==> src/rtl/mips_pkg.sv <==
// mips_pkg: opcode class constants and stall controller state encoding.
package mips_pkg;
    localparam logic [5:0] OP_HLT     = 6'b010001;
    localparam logic [5:0] OP_LD      = 6'b010100;
    localparam logic [5:0] JUMP_MASK  = 6'b111100;
    localparam logic [5:0] JUMP_MATCH = 6'b011100;
    typedef enum logic [1:0] {S_IDLE, S_WIN, S_HALTED, S_RELEASE} state_t;
endpackage

==> src/rtl/param_stall_controller_if.sv <==
// param_stall_controller_if: decode-side opcode/resume inputs and stall outputs.
interface param_stall_controller_if #(parameter int OP_W = 6);
    logic [OP_W-1:0] op;
    logic            resume;
    logic            stall;
    logic            stall_pm;
    logic            flush;
    logic            halted;
    modport master(output op, resume, input stall, stall_pm, flush, halted);
    modport slave(input op, resume, output stall, stall_pm, flush, halted);
endinterface

==> src/rtl/op_class_decode.sv <==
// op_class_decode: classifies a 6-bit opcode as halt, load or jump.
module op_class_decode
    import mips_pkg::*;
(
    input  logic [5:0] op,
    output logic       is_hlt,
    output logic       is_ld,
    output logic       is_jump
);
    assign is_hlt  = op == OP_HLT;
    assign is_ld   = op == OP_LD;
    assign is_jump = (op & JUMP_MASK) == JUMP_MATCH;
endmodule

==> src/rtl/param_stall_controller.sv <==
// param_stall_controller: holds the front end stalled for N cycles on loads/jumps
// and indefinitely on HLT until resume; registered stall copy for program memory.
module param_stall_controller
    import mips_pkg::*;
#(
    parameter int OP_W       = 6,
    parameter int LOAD_STALL = 1,
    parameter int JUMP_STALL = 2,
    parameter int CNT_W      = 4
) (
    input logic clk,
    input logic reset,
    param_stall_controller_if.slave bus
);
    localparam int MAX_N = (LOAD_STALL > JUMP_STALL) ? LOAD_STALL : JUMP_STALL;
    if (OP_W < 6) begin : g_bad_op_w
        $error("OP_W must be at least 6");
    end
    if (LOAD_STALL < 1 || LOAD_STALL > 15 || JUMP_STALL < 1 || JUMP_STALL > 15) begin : g_bad_stall
        $error("LOAD_STALL and JUMP_STALL must be in 1..15");
    end
    if (CNT_W < 1 || CNT_W > 31 || (MAX_N - 1) >= (1 << CNT_W)) begin : g_bad_cnt_w
        $error("CNT_W too narrow for the longest stall window");
    end
    localparam logic [CNT_W-1:0] LD_CNT  = CNT_W'(LOAD_STALL - 1);
    localparam logic [CNT_W-1:0] JP_CNT  = CNT_W'(JUMP_STALL - 1);
    localparam state_t           LD_NEXT = (LOAD_STALL == 1) ? S_RELEASE : S_WIN;
    localparam state_t           JP_NEXT = (JUMP_STALL == 1) ? S_RELEASE : S_WIN;
    state_t           state, next;
    logic [CNT_W-1:0] cnt, cnt_next;
    logic             is_hlt, is_ld, is_jump;
    logic             stall_pm_q, halted_q;
    op_class_decode u_dec (
        .op     (bus.op[5:0]),
        .is_hlt (is_hlt),
        .is_ld  (is_ld),
        .is_jump(is_jump)
    );
    always_comb begin
        next     = state;
        cnt_next = cnt;
        case (state)
            S_IDLE: begin
                next     = is_hlt ? S_HALTED : is_ld ? LD_NEXT : is_jump ? JP_NEXT : S_IDLE;
                cnt_next = is_hlt ? cnt : is_ld ? LD_CNT : is_jump ? JP_CNT : cnt;
            end
            S_WIN: begin
                next     = (cnt == CNT_W'(1)) ? S_RELEASE : S_WIN;
                cnt_next = cnt - CNT_W'(1);
            end
            S_HALTED: next = bus.resume ? S_RELEASE : S_HALTED;
            default:  next = S_IDLE;
        endcase
    end
    // RELEASE deliberately drops stall without decoding so the held op advances once.
    assign bus.stall = !reset && (state == S_WIN || state == S_HALTED ||
                                  (state == S_IDLE && (is_hlt || is_ld || is_jump)));
    assign bus.flush = !reset && state == S_IDLE && is_jump && !is_hlt && !is_ld;
    assign bus.stall_pm = stall_pm_q;
    assign bus.halted   = halted_q;
    always_ff @(posedge clk or posedge reset) begin
        if (reset) begin
            state      <= S_IDLE;
            cnt        <= '0;
            stall_pm_q <= 1'b0;
            halted_q   <= 1'b0;
        end else begin
            state      <= next;
            cnt        <= cnt_next;
            stall_pm_q <= bus.stall;
            halted_q   <= next == S_HALTED;
        end
    end
endmodule

==> src/flat_wrapper.sv <==
// flat-port wrapper written by rule: the top's interface ports become plain ports
module param_stall_controller_flat import mips_pkg::*;
#(
    parameter int OP_W       = 6,
    parameter int LOAD_STALL = 1,
    parameter int JUMP_STALL = 2,
    parameter int CNT_W      = 4
)
  (clk, reset, bus_op, bus_resume, bus_stall, bus_stall_pm, bus_flush, bus_halted);
  param_stall_controller_if #(.OP_W(OP_W)) bus_i ();
  input logic clk;
  input logic reset;
  input wire logic [$bits(bus_i.op)-1:0] bus_op;
  input wire logic [$bits(bus_i.resume)-1:0] bus_resume;
  output wire logic [$bits(bus_i.stall)-1:0] bus_stall;
  output wire logic [$bits(bus_i.stall_pm)-1:0] bus_stall_pm;
  output wire logic [$bits(bus_i.flush)-1:0] bus_flush;
  output wire logic [$bits(bus_i.halted)-1:0] bus_halted;
  assign bus_i.op = bus_op;
  assign bus_i.resume = bus_resume;
  assign bus_stall = bus_i.stall;
  assign bus_stall_pm = bus_i.stall_pm;
  assign bus_flush = bus_i.flush;
  assign bus_halted = bus_i.halted;
  param_stall_controller #(.OP_W(OP_W), .LOAD_STALL(LOAD_STALL), .JUMP_STALL(JUMP_STALL), .CNT_W(CNT_W)) u_core (.clk(clk), .reset(reset), .bus(bus_i));
endmodule
==> config.mk <==
export PLATFORM = sky130hd
export DESIGN_NAME = param_stall_controller_flat
export DESIGN_NICKNAME = d
export VERILOG_FILES = /design/src/rtl/mips_pkg.sv /design/src/rtl/param_stall_controller_if.sv /design/src/rtl/op_class_decode.sv /design/src/rtl/param_stall_controller.sv /design/src/flat_wrapper.sv
export SDC_FILE = /design/constraint.sdc
export NUM_CORES = 1
export LEC_CHECK = 0
export CAP_MARGIN = 20
export CORE_AREA = 2 2 42 44
export CTS_CLUSTER_DIAMETER = 50
export DETAILED_ROUTE_END_ITERATION = 10
export DIE_AREA = 0 0 44 46
export PLACE_DENSITY = 0.58
export SLEW_MARGIN = 10
export SYNTH_ARGS = -nofsm -noshare
export SYNTH_HDL_FRONTEND = slang
export SYNTH_SLANG_ARGS = --single-unit
==> constraint.sdc <==
create_clock -name clk -period 1.95 [get_ports clk]
set_input_delay 0.39 -clock clk [delete_from_list [all_inputs] [get_ports clk]]
set_output_delay 0.39 -clock clk [all_outputs]
set_load 0.02 [all_outputs]
# After elaboration in Yosys (flattened, before gate mapping)

Cells that the tools add are included.

Mux-type cells: 10
Reductions and logical operators: 16
Shift operators: 0
Magnitude comparators: 0
Add/sub/neg operators: 1
$mul: 0
Equal/unequal tests: 9
Divide/modulo/power cells: 0
Bitwise logic cells: 0

Operator list:

| operator            | count |
|---|---|
| $eq 6x5->1 const B  | 2 |
| $mux 4              | 3 |
| $pmux 4 s2          | 1 |
| $logic_and 1x1->1   | 6 |
| $mux 2              | 3 |
| $pmux 2 s3          | 1 |
| $eq 2x2->1 const B  | 2 |
| $eq 4x1->1 const B  | 1 |
| $eq 4x3->1 const B  | 1 |
| $logic_or 1x1->1    | 4 |
| $sub 4x1->4 const B | 1 |
| $logic_not 1->1     | 3 |
| $ne 3x1->1 const B  | 1 |
| $reduce_and 3->1    | 1 |
| $eq 2x1->1 const B  | 1 |
| $logic_not 2->1     | 1 |
| $mux 1              | 2 |
| $ne 2x2->1 const B  | 1 |
| $reduce_bool 2->1   | 1 |

Memory bits (read-only): 0
Latch bits: 0
Memories kept: 0
Bits of input ports: 9
Bits in writable memories: 0
Flip-flop bits (word level): 8

# Logic depth before layout (Yosys ltp)

Gate-level depths: netlist of run 1.

Depth in word-level cells: 6
Depth in mapped cells: 6
Depth with buffers taken out: 6

# Modules after synthesis

A second synthesis of run 1 with hierarchy kept.

Cells, all modules: 60
Area, all modules: 585.6 um^2

By module, submodules not included:

| module                 | cells an instance | area an instance (um^2) | instances |
|---|---|---|---|
| param_stall_controller | 54                | 536.8                   | 1 |
| op_class_decode        | 6                 | 48.8                    | 1 |

# Least setup slack after synthesis of run 1

No wires, ideal clock.

Kind: flip-flop to output port
From: reg u_core.state[0]
To: out bus_stall
Path slack: 144 ps
Cell stages (with the launch flop): 6
Arrival time: 1416 ps
Buffers on the path: 0
Cells stage by stage: dfrtp_1 inv_1 ha_1 and4b_1 and3_2 o21bai_1

Cells in the longest elaborated chain, start to end: 4
Elaborated cells on any way between the ends: 7
Classes of those cells: eq/ne: 2; reduce/logical: 5

RTL lines:

| item                                                         | line                                                       | text |
|---|---|---|
| from (decl)                                                  | param_stall_controller.sv:29                               | `state_t state, next;` |
| from (signal assigned)                                       | param_stall_controller.sv:68                               | `state <= next;` |
| $eq 2x1->1 (tied with other cells)                           | param_stall_controller.sv:56                               | `assign bus.stall = !reset && (state == S_WIN \|\| state == S_HALTED \|\|` |
| $logic_or 1x1->1 / $logic_and 1x1->1 (equally long branches) | param_stall_controller.sv:56, param_stall_controller.sv:57 |  |
| $logic_or 1x1->1 *                                           | param_stall_controller.sv:56                               |  |
| $logic_and 1x1->1 *                                          | param_stall_controller.sv:56                               |  |
| to (decl)                                                    | flat_wrapper.sv:15                                         | `output wire logic [$bits(bus_i.stall)-1:0] bus_stall;` |

Every way passes the cells marked *; elsewhere a longest branch is shown, timed or not.

# Final worst setup path of run 1

From: reg u_core.state[1]
To: out bus_stall

Same word-level chain as after synthesis.

==> results of run 1 <==
==> where the power goes <==
part	internal, uW	switching, uW
logic	301	294
clock network	70.4	56.5
registers	239	46.1
==> critical path, stage by stage, from the launching register on <==
cell and delay, ns:
sky130_fd_sc_hd__dfrtp_1 0.39, sky130_fd_sc_hd__inv_2 0.09, sky130_fd_sc_hd__ha_4 0.14, sky130_fd_sc_hd__and4b_1 0.22
sky130_fd_sc_hd__and3_4 0.19, sky130_fd_sc_hd__o21bai_4 0.11, sky130_fd_sc_hd__buf_6 0.13
==> repair_timing <==
action                     4_1_cts  5_1_grt
setup buffers                    2        1
setup endpoints to repair        2        2
resized for setup               19        5
gates cloned                     0        0
pin swaps                        4        3
==> logic make-up after synthesis <==
family | after synthesis | share of synthesized area
compound gates | 13 | 0.2063
xor+xnor | 1 | 0.01699
fa+ha+maj | 6 | 0.1456
buf+inv | 7 | 0.05098
flops | 8 | 0.3883
simple gates | 14 | 0.1917
==> per-layer routing <==
| layer | vias to the layer above | routed length [um] |
|---|---|---|
| li1 | 233 | - |
| met1 | 231 | 495 |
| met2 | 8 | 620 |
| met3 | 4 | 23 |
| met4 | 0 | 36 |
| met5 | - | 0 |
==> state kept, by name (all words and copies together) (netlist names) <==
| name | count |
|---|---|
| u_core.bus.halted | 1 |
| u_core.bus.stall_pm | 1 |
| u_core.cnt | 4 |
| u_core.state | 2 |
==> path summary, 6_finish.rpt <==
kind / endpoint / slack (ns) / depth (start not counted)
setup / recovery: bus_stall / 0.03 / 6
hold / removal: u_core.bus.stall_pm / 0.55 / 3
setup reg to reg: u_core.cnt[0] / 0.10 / 9
hold reg to reg: u_core.cnt[2] / 0.55 / 1
max in group asynchronous: u_core.cnt[0] / 1.27 / 3
min in group clk: u_core.cnt[2] / 0.55 / 1
==> layout by cell type (no fill, tap or decap), drive strengths merged, types with 2 or more instances in the layout <==
master         instances
a21oi                  3
and3                   3
buf                   15
clkbuf                 3
clkdlybuf4s50          5
dfrtp                  8
dlygate4sd2            5
ha                     6
inv                    7
nor2                   3
nor4bb                 2
o21ai                  2
o21bai                 2
==> area by class of cell <==
cell class,count,area (sq um),share of cell area
tap,17,21.27,0.02623
timing repair buffer,25,207.7,0.2562
inverter,7,26.28,0.03241
sequential,8,200.2,0.2469
multi-input combinational,34,332.8,0.4105
clock buffer,3,22.52,0.02778
==> metrics by stage <==
| step | setup TNS [ns] | power (uW) | utilization | setup WS, ns |
|---|---|---|---|---|
| after floorplan | 0 | 590.3 | - | 0.1439 |
| after global placement | -0.8472 | 793.1 | 0.4535 | -0.5277 |
| final | 0 | 1007 | 0.5023 | 0.03024 |
| after global routing | -0.05276 | 1096 | 0.5023 | -0.05276 |
| after CTS | 0 | 981.8 | 0.4876 | 0.009714 |
| after detailed placement | -0.8492 | 812.3 | 0.4535 | -0.5034 |
==> run summary, run 1 <==
After clock tree synthesis, the clock-pin slew on the worst setup and hold paths is 0.06 ns. Each instance of the synthesized netlist takes up on average 10.52 sq um. Summed over all cells, the static leakage comes to 0.0004014 uW. The routed layout has 476 vias. The number of enable flip-flop cells after synthesis was 0; the number of core rows was 15. In this run the count of I/O pins placed on the die edge is 13. The die is 46 um tall. The run gives 0.7465 as the headroom to the max-slew limit.

The final number of max-transition violations is 0, and the maximum vdd ir drop is 0.4096 mV. The first detailed-routing pass took 4 iterations. For this run, design rule violations remaining after detail routing come to 0. Counting every instance in the synthesized netlist gives 49. By area the synthesized netlist is led by sky130_fd_sc_hd__dfrtp_1 39%, sky130_fd_sc_hd__ha_1 15%, sky130_fd_sc_hd__inv_1 5.1%. The core region is 1614 sq um.

The area enclosed by the die boundary was 2024 sq um; the global routing usage summed across all routing layers was 0.1438. The worst setup path is of the flip-flop to primary output kind. Power spread over the standard cell area amounts to 1242 nW/um^2. The clock passes through at most 2 buffers.

Setup repair after global routing could not meet its margin everywhere. The area fraction of the dominant cell type after synthesis was 0.3883. The slew at the pin closest to its max-slew limit was 0.3780 ns. The signed area change from the synthesized netlist to the final layout came out at 57.28%. Once detail routing completed, the nets flagged for antenna violations numbered 0. The commonest cells after synthesis are 8 x sky130_fd_sc_hd__dfrtp_1, 7 x sky130_fd_sc_hd__inv_1, 6 x sky130_fd_sc_hd__ha_1. In this run the horizontal extent of the chip is 44 um.

For the finished layout, the period the worst path requires is 1.920 ns. Summed over all layers, the routed wires come to 1.174 mm. The worst setup path is launched from a flip-flop. The share of synthesized area occupied by flip-flops and latches is 0.3883. The most numerous cell in the Yosys netlist is sky130_fd_sc_hd__dfrtp_1.

In the final design database the tool counted 94 nets. For the number of distinct library cells after synthesis, the log shows 25. The peak-usage layer in the global routing report is met2. Of all nets on the critical path, the largest fanout is 2.

The post-synthesis cell type with the largest combined area is sky130_fd_sc_hd__dfrtp_1. The number of antenna violations at the first check in global routing is 0, and the clock latency on the worst-skew pair is 0.26 ns. Met3 usage: 0.02381. Across the run, the number of max-cap violations was 0.

The number of clock buffers added by TritonCTS is 3. Once layout is complete, the cells apart from fillers number 94. The count of endpoints failing setup in the final report came out at 0. For this run, the leading register cell type out of synthesis is sky130_fd_sc_hd__dfrtp_1. STA puts the critical path data required time at 1.56 ns.

The wire length of the first global-routing pass came out at 2.007 mm. Detailed placement ended at an HPWL of 912.3 um. The tools report the endpoint type of the worst setup path as a primary output. Hold is met by 0.5509 ns. Port buffering added 12 buffers.

The run gives 0 as the antenna diode count. Path class of the lowest-slack min-delay path: input pin to asynchronous set/reset pin. After detailed routing, the average wire length per cell comes to 12.49 um.

The maximum level of the CTS H-tree came out at 1. The congestion estimate from routability-driven global placement came to 0.7282. The number of register bits inferred by synthesis is 8, and the ratio of cells with drive above 1 in the final layout is 0.3636.

The number of hold buffers added after CTS was 0. The async set or reset register ratio after synthesis came out at 1.000. The logs give 151 for the total of fill cells in the finished design and 0.006510 ns for the maximum clock skew at final layout.

Yosys printed 0 warnings. The number of global-route vias before repair came out at 470. Synthesis produced a netlist with a net count of 64. After detailed placement, the total cell area comes to 732.0 sq um. The final critical-path share of the clock period works out to 0.9845. The run finished with clean final reports. The logs give 1.53 ns for the arrival time at the worst endpoint and 10 for the pin count of the biggest net entering global routing.

The global-route met2 utilization is 0.2529. Tracing the worst setup path back leads to its startpoint at u_core.state[1]. The total placed cells including tap cells was 88. The logs give 0.3194 for the starting utilization of the core area and 0 for the hold violation count in the final report.

The worst register-to-register path begins at u_core.state[1]. After detailed routing, the number of vias per cell comes to 5.064. Clock tree root driver cell: sky130_fd_sc_hd__clkbuf_4.

The sink count of the clock tree was 8; the post-synthesis instance area was 515.5 sq um. The area of all placed cells without fillers was 810.8 sq um; the residual overflow from global routing was 0. The global-route track usage on met1 is 0.1603.

TritonCTS built the clock tree. Violation count after the first detailed-routing iteration: 3. The achievable clock frequency came out at 0.5209 GHz.
Note: power is estimated with default switching activity, not from simulation.
==> inputs of run 2 (changes only) <==
CORE_AREA = 2 2 39 41   (was 2 2 42 44)
CTS_CLUSTER_SIZE = 12   (was default)
DIE_AREA = 0 0 41 43   (was 0 0 44 46)
PLACE_DENSITY = 0.65   (was 0.58)
==> run 2 against run 1 <==
Net effect: maximum frequency up 0.62%; sequential power hardly changed; non-clock buffer count did not move; worst hold slack improved by 0.011 ns.
==> run summary, run 2 (synthesis results as in run 1) <==
In this run the worst setup path begins at reset. In this run the tool buffered the top-level ports with 12 buffer cells. For this design the ratio of total power to cell area is 1243 nW/um^2.

The floorplan step defined a die boundary enclosing 1763 sq um. The routed design uses 49 um of met3 wire. Largest stage delay on the critical path: 0.55 ns. The library cell used most frequently in the layout, excluding fill and tap cells, is sky130_fd_sc_hd__buf_4. The highest fanout seen on the critical path works out to 2. The tools report the endpoint type of the worst setup path as a primary output.

TritonCTS built the clock tree. The number of antenna diodes in the final layout is 0. The largest registers in the layout are u_core.cnt: 4 flops, u_core.state: 2 flops. The hold violation count in the final report is 0. Power consumption: 1019 uW.

The floorplan has 14 rows. The worst register-to-register path has a setup slack of 0.29 ns. The critical path goes through clkdlybuf4s50_1 -> inv_1 -> and3_4 -> o21bai_4 -> buf_6. The slowest stage of the critical path belongs to the cell sky130_fd_sc_hd__clkdlybuf4s50_1. In this run the vertical extent of the chip is 43 um.

The top layer used by detailed routing was met4. For this block, wires on met1 add up to 512 um. The clock reaches the later pin of the worst-skew pair after 0.25 ns.

The register with the most flip-flops in the layout has 4 of them. The ratio of cells with drive above 1 in the final layout is 0.3766, and the count of cells along the worst register-to-register path is 7. The pin count of the biggest net entering global routing was 10; the post-detailed-route via-to-cell ratio was 5.097. After detailed routing, the met2 layer carries 552 um of wire. The headroom to the max-slew limit came out at 0.7534.

The worst path meets setup with 0.04212 ns of slack. From synthesis to final layout, the design area changed by 58.98%. The run gives 0 as the post-route antenna net violation count.

The worst register-to-register path begins at u_core.state[1]. The number of CTS-inserted buffers was 3; the hold buffer count at cts was 0. For the worst setup path, the data arrival time is 1.52 ns. The logs give 0.0004100 uW for the leakage power summed over all cells and 0.4322 mV for the maximum vdd ir drop. For the buffer depth of the longest clock path, the log shows 2.

The logs give 0 for the final number of max-transition violations and 94 for the count of nets after finishing. The number of cells on the worst hold path was 1. At the placement stage, the worst setup path has a slack of -0.5237 ns. Count of endpoints failing setup in the final report: 0. The final cell utilization of the core was 0.5922; the maximum level of the CTS H-tree was 1. For the worst setup path, the data required time is 1.56 ns.

The worst register-to-register path ends at u_core.cnt[3]. After detailed routing, the number of remaining DRC violations is 0. The type of the setup path with the least slack is input pin to primary output. Summing over every cut layer, the via total after detailed routing is 474. Most flop-heavy register: u_core.cnt. In this run the count of I/O pins placed on the die edge is 13.

The die is 41 um wide. The maximum clock skew at final layout came out at 0.006228 ns. The first global-routing pass estimated 1.835 mm of wire.

The clock period could shrink to 1.908 ns. The run finished with clean final reports. For this design, the sink count on the clock tree is 8. The starting utilization of the core area is 0.3725, and the number of global-route vias before repair is 451. After clock tree synthesis, the clock-pin slew on the worst setup and hold paths is 0.06 ns. The post-detailed-routing wire length was 1.126 mm; the final critical-path share of the clock period was 0.9784.

The layout has 133 filler cells. The most critical setup path has its endpoint at bus_stall. Max-cap violations in this run came to 0.

CTS placed an instance of sky130_fd_sc_hd__clkbuf_4 at the clock tree root. The number of antenna violations at the first check in global routing is 0. Path class of the lowest-slack min-delay path: flip-flop to flip-flop. The tools report the achievable clock frequency as 0.5241 GHz. Leaving out fill and tap cells, the most frequent cells in the layout are 13 x sky130_fd_sc_hd__buf_4, 8 x sky130_fd_sc_hd__dfrtp_1, 5 x sky130_fd_sc_hd__inv_1, 5 x sky130_fd_sc_hd__ha_1, 5 x sky130_fd_sc_hd__clkdlybuf4s50_1. The tools report the critical path launch point type as an input pin.

The first detailed-routing pass ran for 3 iterations. Summed over all nets, the half-perimeter wirelength after detailed placement is 864.2 um. The run gives 1384 sq um as the core region area. The violation count after the first detailed-routing iteration is 7, and the residual overflow from global routing is 0. Routability-driven placement finished with a final weighted congestion of 0.7761. At the pin with the least slew margin, the transition time is 0.3650 ns. Dividing the detail-routed wire length by the instance count gives 12.11 um. The run gives 0.1576 as the global routing usage summed across all routing layers.
## run 2: what timing repair did
item                       4_1_cts  5_1_grt
buffers inserted                 0        1
setup endpoints to repair        2        2
cloned                           0        0
resized for setup               19        6
pin swaps                        3        3
## run 2: worst min-delay path by stage
stage                   from                 to  slack (ns)
6_report       u_core.cnt[2]      u_core.cnt[2]        0.56
5_1_grt        u_core.cnt[2]      u_core.cnt[2]        0.58
4_1_cts                reset      u_core.cnt[0]        0.55
3_5_place_dp   u_core.cnt[2]      u_core.cnt[2]        0.55
3_3_place_gp   u_core.cnt[2]      u_core.cnt[2]        0.54
2_1_floorplan          reset  u_core.bus.halted        0.21
## run 2: metal layers
metal	GRT usage	up-vias
li1	-	237
met5	0	-
met1	0.2098	222
met2	0.2063	13
met3	0.04712	2
met4	0.1133	0
## run 2: critical path, delay by kind of cell
kind / cells / cell delay, ns
AO/OA/AOI/OAI: 1 / 0.17
buffers and inverters: 3 / 0.77
AND/OR/NAND/NOR: 1 / 0.18
## run 2: area by class of cell
| class | instances | area (sq um) | share of cell area |
|---|---|---|---|
| clock buffer | 3 | 22.52 | 0.02748 |
| inverter | 7 | 26.28 | 0.03206 |
| timing repair buffer | 25 | 211.5 | 0.2580 |
| multi-input combinational | 34 | 339.1 | 0.4137 |
| sequential | 8 | 200.2 | 0.2443 |
| tap | 16 | 20.02 | 0.02443 |
## run 2: power by group
group / switching [uW] / internal, uW / total [uW]
sequential: 48.1 / 239 / 287
combinational: 296 / 309 / 605
clock: 55.9 / 70.4 / 126
## run 2: metrics by stage
stage / cells / cell area, sq um / hold slack (ns) / setup TNS (ns)
after detailed placement: 89 / 745.7 / 0.5454 / -0.9568
after global routing: 93 / 819.5 / 0.5811 / -0.006699
after CTS: 92 / 785.8 / 0.5488 / 0
after floorplan: 49 / 515.5 / 0.2108 / 0
final: 93 / 819.5 / 0.5614 / 0
after global placement: 89 / 745.7 / 0.5361 / -0.9525
==> inputs of run 3 (changes only) <==
clock period = 1.8 ns   (was 1.95 ns; I/O delays follow)
==> run 3 against run 2 <==
Net effect: the flow now finishes with violations (negative setup slack); non-clock buffer count increased by 1; global-route usage decreased by 0.15 points; core utilization increased by 0.72 points; sequential power increased by 9.8%; setup slack got worse by 0.12 ns; clock-buffer cell count unchanged; sequential cell count unchanged; via count increased by 1.7%; largest power group unchanged; highest routed layer unchanged.
==> run summary, run 3 (synthesis results as in run 1) <==
The flow ran to the end, but the final reports show violations. The final reports fail on negative setup slack. After clock tree synthesis, the clock-pin slew on the worst setup and hold paths is 0.06 ns. The logs give 9 for the pin count of the biggest net entering global routing and 1.159 mm for the post-detailed-routing wire length. The clock latency on the worst-skew pair is 0.26 ns.

TritonCTS built the clock tree. The port buffer count was 12; the final cell utilization of the core was 0.5995. For this block, the initial DRC count from the detailed router was 9.

13 I/O pins were placed. The die boundary height was 43 um; the highest fanout seen on the critical path was 2. In the routed layout, each cell is associated on average with a via count of 5.128. For the leakage power summed over all cells, the log shows 0.0004080 uW.

The number of flip-flops under the largest register name is 4. The tree built by TritonCTS fans out to 8 sinks. For the hold violation count in the final report, the log shows 0. The die is 41 um wide.

The run gives 0.1560 as the global routing usage summed across all routing layers. For this design, the slowest cell found on the critical path is sky130_fd_sc_hd__dfrtp_1. The sum of negative setup slack is -0.09186 ns, and the antenna diode count is 0. OpenSTA, run right after detailed placement, puts the worst setup slack at -0.6183 ns.

In the layout the commonest cells are 14 x sky130_fd_sc_hd__buf_4, 8 x sky130_fd_sc_hd__dfrtp_1. For the maximum level of the CTS H-tree, the log shows 1. The logs give 0 for the number of DRC violations after detailed routing and 0.007727 ns for the maximum clock skew at final layout. The largest registers in the layout are u_core.cnt: 4 flops, u_core.state: 2 flops. Most flop-heavy register: u_core.cnt. The tools report the number of global-route vias before repair as 441. Row generation in the floorplan step produced 14 rows. The residual overflow from global routing was 0; the core region area was 1384 sq um.

Detailed routing inserted a total of 482 vias. The achievable clock frequency came out at 0.5338 GHz. The tools report the critical path launch point type as a flip-flop.

Overall power consumption after layout is estimated at 1129 uW. At the end of the flow, the number of nets in the layout was 95. At the end of routability-driven placement, the weighted congestion stood at 0.7738. The tightest min-delay check is of the input pin to asynchronous set/reset pin type. For the pin with the worst max-slew slack, the measured transition is 0.3940 ns.

The number of antenna violations at the first check in global routing was 0. The clock tree root driver cell was sky130_fd_sc_hd__clkbuf_4. The run gives 0 as the final number of max-transition violations. The worst endpoint required time was 1.44 ns. The average wire per cell in the routed design was 12.33 um; the signed area change from the synthesized netlist to the final layout was 60.92%. Detailed placement ended at an HPWL of 920.9 um. The ratio of cells with drive above 1 in the final layout was 0.3846. The tools report the number of CTS-inserted buffers as 3.

The routed design could run at a clock period as short as 1.873 ns. The signal on the critical path passes through inv_2 -> ha_4 -> and4b_1 -> and3_4 -> o21bai_4 -> buf_6. The run gives 5 as the detailed-router iteration count before antenna repair. The run gives 1.51 ns as the arrival time at the worst endpoint. The worst setup path is of the flip-flop to primary output kind. The buffer depth of the longest clock path was 2.

Starting utilization of the core area: 0.3725. The count of endpoints failing setup in the final report came out at 2. After clock tree synthesis, the flow added hold-fix buffers numbering 0. The count of nets left with antenna violations once routing finished came out at 0. On the worst path, the slowest cell contributes a delay of 0.40 ns. Setup repair after global routing could not meet its margin everywhere. The final critical-path share of the clock period was 1.041; the headroom to the max-slew limit was 0.7338.

The first global-routing pass estimated 1.835 mm of wire. The endpoint type of the worst setup path was a primary output. Max-cap violations in this run came to 0. The library cell used most frequently in the layout, excluding fill and tap cells, is sky130_fd_sc_hd__buf_4. The tightest hold margin is 0.5258 ns. The worst setup margin is -0.07331 ns, and the area enclosed by the die boundary is 1763 sq um. Power spread over the standard cell area amounts to 1361 nW/um^2.

The run gives 0.4835 mV as the maximum vdd ir drop.
## run 3: changes by cell type in the layout (fill, tap and decap cells not counted), sizes merged
cell | previous run | this run
buf | 15 | 16
dlygate4sd2 | 4 | 5
dlymetal6s2s | 1 | 0
## run 3: final timing paths
kind	from	end	slack [ns]	cells after the start
max	u_core.state[0]	bus_stall	-0.07	6
min in group clk	u_core.cnt[2]	u_core.cnt[2]	0.59	1
min reg2reg	u_core.cnt[2]	u_core.cnt[2]	0.59	1
max in group asynchronous	reset	u_core.bus.stall_pm	1.14	3
max reg2reg	u_core.state[1]	u_core.cnt[2]	0.12	7
min	reset	u_core.cnt[1]	0.53	3
## run 3: critical path: cells and delay by family (launching register included)
family / cells / cell delay [ns]
buf+inv: 2 / 0.21
flops: 1 / 0.40
simple gates: 2 / 0.40
compound gates: 1 / 0.12
fa+ha+maj: 1 / 0.12
## run 3: what timing repair did
| action | in CTS | in global routing |
|---|---|---|
| endpoints found under the setup margin | 2 | 2 |
| setup buffers | 1 | 0 |
| resized for setup | 27 | 0 |
| pin swaps | 6 | 0 |
## run 3: per-layer routing
layer  track usage  wire length (um)  vias up
met4       0.06000                16        0
li1              -                 -      238
met2        0.2563               620       20
met1        0.1887               453      220
met5             0                 0        -
met3       0.03141                69        4
## run 3: area by class of cell
type	count	area, sq um
fillers	119	554.3
well taps	16	20.02
repair buffers	26	221.5
multi-input cells	34	339.1
flip-flops and latches	8	200.2
clock buffers	3	22.52
inverters	7	26.28
## run 3: through the flow
stage | instance area (sq um) | cells
floorplan | 515.5 | 49
global placement | 753.2 | 90
detailed placement | 753.2 | 90
CTS | 829.5 | 94
global route | 829.5 | 94
finish | 829.5 | 94
## run 3: power breakdown
| part | internal [uW] | switching [uW] |
|---|---|---|
| clock | 76.2 | 59.6 |
| sequential | 259 | 55.5 |
| combinational | 351 | 327 |
| total | 687 | 443 |
